`src/rtl/mem_stage_pkg.sv`:
```
// Shared types and constants for the memory-access stage.
// Holds FSM state type, default geometry and WB field positions.
package mem_stage_pkg;

   typedef enum logic {
      IDLE,
      WAIT
   } state_t;

   localparam int DEF_DEPTH = 32;
   localparam int DEF_LAT   = 3;

   localparam int WB_REGWRITE = 1;
   localparam int WB_MEMTOREG = 0;

   function automatic logic [1:0] wb_pack(
      input logic reg_write,
      input logic mem_to_reg
   );
      logic [1:0] w;
      w = '0;
      w[WB_REGWRITE] = reg_write;
      w[WB_MEMTOREG] = mem_to_reg;
      return w;
   endfunction

endpackage

```
`src/rtl/dmem_array.sv`:
```
// DEPTH x 32 data memory: one synchronous write, one async read, no reset.
// Ports: clk, we, addr (word index), wdata in; rdata out.
module dmem_array
   import mem_stage_pkg::*;
#(
   parameter int DEPTH = DEF_DEPTH,
   parameter int AW    = $clog2(DEPTH)
) (
   input  logic          clk,
   input  logic          we,
   input  logic [AW-1:0] addr,
   input  logic [31:0]   wdata,
   output logic [31:0]   rdata
);

   logic [31:0] mem [DEPTH];

   always_ff @(posedge clk) begin
      if (we) begin
         mem[addr] <= wdata;
      end
   end

   assign rdata = mem[addr];

endmodule

```
`src/rtl/mem_stage.sv`:
```
// MEM stage: variable-latency word access to local dmem, MEM/WB register.
// In: clk_i, rst_i (sync, high), mem_read_i, mem_write_i, addr_i, wdata_i,
//     WB_i, rd_i. Out: WB_o, rdata_o, ALU_o, rd_o, stall_o (comb), err_o.
// Option: DMEM_ALIGN_CHECK_EN enables the sticky misaligned-access flag.
module mem_stage
   import mem_stage_pkg::*;
#(
   parameter int DEPTH = DEF_DEPTH,
   parameter int LAT   = DEF_LAT
) (
   input  logic        clk_i,
   input  logic        rst_i,
   input  logic        mem_read_i,
   input  logic        mem_write_i,
   input  logic [31:0] addr_i,
   input  logic [31:0] wdata_i,
   input  logic [1:0]  WB_i,
   input  logic [4:0]  rd_i,
   output logic [1:0]  WB_o,
   output logic [31:0] rdata_o,
   output logic [31:0] ALU_o,
   output logic [4:0]  rd_o,
   output logic        stall_o,
   output logic        err_o
);

   localparam int AW = $clog2(DEPTH);
   localparam int CW = $clog2(LAT) + 1;
   localparam logic [CW-1:0] LAST = CW'(LAT - 1);

   state_t        state;
   logic [CW-1:0] cnt;
   logic          req;
   logic          done;
   logic          mis;
   logic          we;
   logic [AW-1:0] idx;
   logic [31:0]   rd_word;

   assign req = mem_read_i | mem_write_i;
   assign idx = addr_i[AW+1:2];

   // Completion: first cycle when LAT is 1, else last WAIT cycle.
   assign done = (state == IDLE) ? (LAT == 1) : (cnt == LAST);

   assign stall_o = !rst_i && req && !done;

`ifdef DMEM_ALIGN_CHECK_EN
   assign mis = |addr_i[1:0];
`else
   assign mis = 1'b0;
   assign err_o = 1'b0;
`endif

   assign we = !rst_i && req && done && mem_write_i && !mis;

   dmem_array #(
      .DEPTH (DEPTH)
   ) u_dmem (
      .clk   (clk_i),
      .we    (we),
      .addr  (idx),
      .wdata (wdata_i),
      .rdata (rd_word)
   );

   always_ff @(posedge clk_i) begin
      if (rst_i) begin
         state   <= IDLE;
         cnt     <= '0;
         WB_o    <= '0;
         rdata_o <= '0;
         ALU_o   <= '0;
         rd_o    <= '0;
`ifdef DMEM_ALIGN_CHECK_EN
         err_o   <= 1'b0;
`endif
      end else begin
         unique case (state)
            IDLE: begin
               if (req && !done) begin
                  state <= WAIT;
                  cnt   <= CW'(1);
               end
            end
            WAIT: begin
               if (done) begin
                  state <= IDLE;
                  cnt   <= '0;
               end else begin
                  cnt <= cnt + CW'(1);
               end
            end
         endcase

         if (stall_o) begin
            WB_o <= wb_pack(1'b0, 1'b0);
         end else begin
            WB_o  <= WB_i;
            ALU_o <= addr_i;
            rd_o  <= rd_i;
            // Write wins over read, and a store leaves 0 as load data.
            if (mem_write_i) begin
               rdata_o <= '0;
            end else if (mem_read_i) begin
               rdata_o <= mis ? 32'h0 : rd_word;
            end
`ifdef DMEM_ALIGN_CHECK_EN
            if (req && mis) begin
               err_o <= 1'b1;
            end
`endif
         end
      end
   end

endmodule

```
`config.mk`:
```
export PLATFORM = sky130hd
export DESIGN_NAME = mem_stage
export DESIGN_NICKNAME = d
export VERILOG_FILES = /design/src/rtl/mem_stage_pkg.sv /design/src/rtl/dmem_array.sv /design/src/rtl/mem_stage.sv
export SDC_FILE = /design/constraint.sdc
export NUM_CORES = 1
export LEC_CHECK = 0
export BUFFER_PORTS_ARGS = -buffer_cell sky130_fd_sc_hd__buf_2
export CAP_MARGIN = 15
export CELL_PAD_IN_SITES_DETAIL_PLACEMENT = 1
export CELL_PAD_IN_SITES_GLOBAL_PLACEMENT = 1
export CORE_UTILIZATION = 40
export DETAILED_ROUTE_END_ITERATION = 16
export GPL_TIMING_DRIVEN = 0
export PLACE_DENSITY = 0.69
export RECOVER_POWER = 25
export SETUP_SLACK_MARGIN = 0.4
export SYNTH_ARGS = -nofsm -noshare
export SYNTH_HDL_FRONTEND = slang
export SYNTH_SLANG_ARGS = --single-unit
```
`constraint.sdc`:
```
create_clock -name clk_i -period 5.3 [get_ports clk_i]
set_input_delay 0.795 -clock clk_i [delete_from_list [all_inputs] [get_ports clk_i]]
set_output_delay 0.795 -clock clk_i [all_outputs]
set_load 0.05 [all_outputs]
```
Word-level counts from Yosys, hierarchy flattened
Memories as Yosys holds them, arrays and structs flattened.
Index checks and enable logic that the tools add are counted.

storage, ports and cells
  bits in registers = 75
  latch bits = 0
  RAM bits = 1,024
  memories kept = 1
  bits in read-only memories = 0
  output and inout bits = 73
  word-level logic and storage cells = 34
  bits of input ports = 75

memory list
  memory      words  width  read ports  clocked after memory_dff  write ports  RTL line          source
  u_dmem.mem  32     32     1           0                         1            dmem_array.sv:16  logic [31:0] mem [DEPTH];

operators by class
  eq/ne operators = 2
  add/subtract/negate cells = 1
  $lt $le $gt $ge = 0
  bitwise operators = 3
  div/mod/pow operators = 0
  shift operators = 0
  multipliers = 0
  reductions and logical operators = 10
  mux-type cells = 11

operators by type and width
  operator                                                                  number
  32-bit 2-to-1 mux                                                         2
  3-bit 2-to-1 mux                                                          2
  3-bit one-hot mux with 2 select lines                                     1
  1-bit logical AND                                                         5
  1-bit 2-to-1 mux                                                          5
  3-bit by 1-bit adder with 3-bit output (second input constant)            1
  3-bit by 2-bit == test with 1-bit output (second input constant)          1
  1-bit logical NOT                                                         2
  2-bit by 1-bit inequality test with 1-bit output (second input constant)  1
  1-bit NOT                                                                 2
  1-bit one-hot mux with 2 select lines                                     1
  2-bit AND reduction                                                       1
  2-bit nonzero test                                                        1
  2-bit OR reduction                                                        1
  1-bit bitwise OR                                                          1

Logic depth before layout (Yosys ltp)
  depth after elaboration = 6
  mapped depth = 9
  mapped depth without buffers = 7

Cells and area by module
Synthesis repeated with hierarchy kept, for this count alone.

unflattened totals
  cell total of the unflattened synthesis = 2,343
  area total of the unflattened synthesis = 42,087.9 sq um

modules (own cells, without submodules)
  module      instances  cells an instance  sequential area each (sq um)  area an instance (sq um)
  dmem_array  1          2,075              30,749.5                      39,101.3
  mem_stage   1          268                1,501.4                       2,986.6

Worst setup path after synthesis
No wires, ideal clock.

  path type = in2reg
  start point = input addr_i[3]
  end point = memory u_dmem.mem[26][0] (enable)
  arrival = 4.035 ns
  path buffers = 4
  path slack = 0.804 ns
  required time = 4.839 ns
  stages on the path = 6
  library setup time = 0.461 ns
  path through = clkbuf_1 -> buf_2 -> buf_6 -> buf_2 -> nand4b_1 -> nor3_1

RTL lines
  what             RTL line          source
  start, declared  mem_stage.sv:15   input logic [31:0] addr_i,
  end, declared    dmem_array.sv:16

Straight into the memory's write port.

Worst setup path after layout
  start point = input addr_i[3]
  end point = memory u_dmem.mem[26][8] (enable)

Straight into the memory's write port.

==> flow_metrics.env <==
export IMPL_min_from="WB_i[1]"
export IMPL_power_leakage_nw=17.1
export IMPL_crit_required_ns=5.69
export IMPL_critPathArrivalTime_ns=4.57
export IMPL_yosys_warnings=0
export IMPL_ir_worst_vdd_mv=0.284
export IMPL_status="finished clean"
export IMPL_ys_ff_latch=1099
export IMPL_start_kind="input port"
export IMPL_fill_cells=9567
export IMPL_placementRows=117
export IMPL_rr_startpoint="cnt[1]$_SDFFE_PP0P_"
export IMPL_cp_end_kind="register"
export IMPL_worstSkewPairLatency_ns=0.71
export IMPL_drc=0
export IMPL_critPathKind="in2reg"
export IMPL_ctsHoldBuffers=0
export IMPL_hold_path_class="in2reg"
export IMPL_critPathMaxFanout=10
export IMPL_whs_ns=0.342
export IMPL_fin_ws_ns=1.12
export IMPL_initial_core_util=0.405
export IMPL_synth_cell_types=35
export IMPL_worst_pin_slew_ns=1.34
export IMPL_cts_made_buffers=108
export IMPL_ioPinCount=148
export IMPL_cts_tree="built"
export IMPL_die_area_mm2=0.105
export IMPL_final_cell_mix="1,024 x edfxtp_1, 512 x mux2i_1, 256 x o22ai_1, 227 x buf_2, 109 x clkbuf_16"
export IMPL_dp_slack_ns=0.554
export IMPL_syn_inst=2269
export IMPL_nets=2648
export IMPL_fin_skew_ns=0.0548
export IMPL_ant_nets=0
export IMPL_clock_path_buffers=3
export IMPL_grt_pass1_wl_um=179000
export IMPL_wl_per_cell_um=31.9
export IMPL_slew_headroom=0.109
export IMPL_post_cts_buffers=0
export IMPL_place_inst=3829
export IMPL_powerDensity_mw_per_mm2=370
export IMPL_slew_violations=0
export IMPL_layout_commonest_cell="edfxtp_1"
export IMPL_vias=23700
export IMPL_clkTransAtPathRegs_ns=0.06
export IMPL_antenna_found_initial=3
export IMPL_syn2layout_area_growth_pct=17.2
export IMPL_layout_drive_gt1_share=0.187
export IMPL_drt_pass1_iterations=5
export IMPL_finalCritPeriodShare=0.789
export IMPL_hold_viol_final=0
export IMPL_maxCapViolCount=0
export IMPL_dp_hpwl_um=82700
export IMPL_finalWirelength_um=129000
export IMPL_final_area_mm2=0.0486
export IMPL_grt_use_total=0.244
export IMPL_viasPerCell=5.86
export IMPL_placed_cell_area_mm2=0.0451
export IMPL_drt_iter0_drc=2588
export IMPL_fin_crit_ns=4.18
export IMPL_grt_overflow=0
export IMPL_synth_area_mm2=0.0415
export IMPL_h_tree_depth=3
export IMPL_die_y_um=324
export IMPL_root_buffer="clkbuf_16"
export IMPL_rsz0062_at_grt="false"
export IMPL_gp_congestion=0.817
export IMPL_setup_viol=0
export IMPL_grt_pass1_vias=24700
export IMPL_yosysSeqAreaShare=0.778
export IMPL_clock_sinks=1099
export IMPL_grt_max_degree=33
export IMPL_portBuffers=142
export IMPL_crit_start="addr_i[3]"
export IMPL_syn_num_nets=2346
export IMPL_syn_mean_instance_area_um2=18.3
export IMPL_cts_resized=0
export IMPL_coreArea_mm2=0.102
export IMPL_max_freq_mhz=239
export IMPL_fin_cells=4038
export IMPL_die_w_um=324
sequential cells by signal, indices dropped and copies added, names as in the netlist:
name	cells
state	1
rd_o	5
WB_o	2
u_dmem.mem	1024
ALU_o	32
cnt	3
rdata_o	32
metal layers:
metal,up-vias,wire (um),GRT usage
li1,9833,-,-
met1,12300,49900,0.309
met2,1194,63400,0.414
met3,342,9580,0.0362
met4,2,5780,0.108
met5,-,13,0
cells in the mapped netlist:
library cell	instances	area, um2
edfxtp_1	1024	30700
mux2i_1	512	5120
o22ai_1	256	1600
buf_2	106	531
dfxtp_1	75	1500
a22o_1	69	604
nor4_1	64	400
nand2_1	36	135
nor2_1	36	135
clkbuf_1	15	56.3
buf_6	13	146
buf_4	11	82.6
nor3_1	7	35.0
nand4b_1	6	52.6
nand4bb_1	6	67.6
a21oi_1	3	15.0
nand3b_1	3	22.5
and2_1	2	12.5
and3b_1	2	17.5
ha_1	2	25.0
nand4_1	2	12.5
nor2b_1	2	12.5
or3_1	2	12.5
or3b_2	2	17.5
or4b_1	2	20.0
or4b_4	2	27.5
a2111oi_0	1	8.76
and2b_1	1	7.51
buf_1	1	3.75
conb_1	1	3.75
inv_1	1	3.75
nand3_1	1	5.00
o21ai_0	1	5.00
or2_2	1	6.26
or4_1	1	7.51
final cells by class:
| type | instances | area, um2 | share of cell area |
|---|---|---|---|
| Antenna cell | 4 | 10.0 | 0.000206 |
| Inverter | 1 | 3.75 | 0.0000772 |
| Clock inverter | 42 | 443 | 0.00911 |
| Timing Repair Buffer | 192 | 1630 | 0.0336 |
| Multi-Input combinational cell | 1023 | 8630 | 0.177 |
| Clock buffer | 163 | 3110 | 0.0640 |
| Sequential cell | 1099 | 32300 | 0.664 |
| Buffer | 146 | 820 | 0.0169 |
| Tap cell | 1368 | 1710 | 0.0352 |
worst max-delay path, stage by stage:
cell,delay (ns)
clkbuf_1,0.27
buf_2,0.32
buf_6,0.22
buf_2,0.42
nand4b_1,0.87
nor3_2,1.07
buf_4,0.36
buf_6,0.21
power by group:
group	internal, W	switching, W
combinational	0.000240	0.000583
clock	0.00432	0.00333
sequential	0.00949	0.0000132
total	0.0141	0.00392
per-stage QoR:
| stage | total power [W] | util | TNS [ns] |
|---|---|---|---|
| detailed placement | 0.0105 | 0.440 | 0 |
| CTS | 0.0180 | 0.475 | 0 |
| global placement | 0.0105 | 0.429 | -1146.09 |
| finish | 0.0180 | 0.475 | 0 |
| floorplan | 0.0101 | - | 0 |
| global route | 0.0184 | 0.475 | 0 |
final timing paths:
kind	endpoint	slack, ns	depth (start not counted)
setup / recovery	u_dmem.mem[26][8]$_DFFE_PP_	1.12	8
hold reg to reg	rdata_o[1]$_SDFFE_PP0P_	0.48	1
hold / removal	WB_o[1]$_SDFF_PP0_	0.34	2
setup reg to reg	u_dmem.mem[26][8]$_DFFE_PP_	1.43	8
kinds of logic after synthesis:
group,count (synthesis),synth area share
other,1,0.0000904
adder cells (fa/ha/maj),2,0.000603
multiplexers,512,0.124
buffers and inverters,147,0.0199
AND/OR/NAND/NOR,178,0.0243
flip-flops,1099,0.778
AO/OA/AOI/OAI,330,0.0539
No activity file was read; power rests on OpenSTA's default activity.
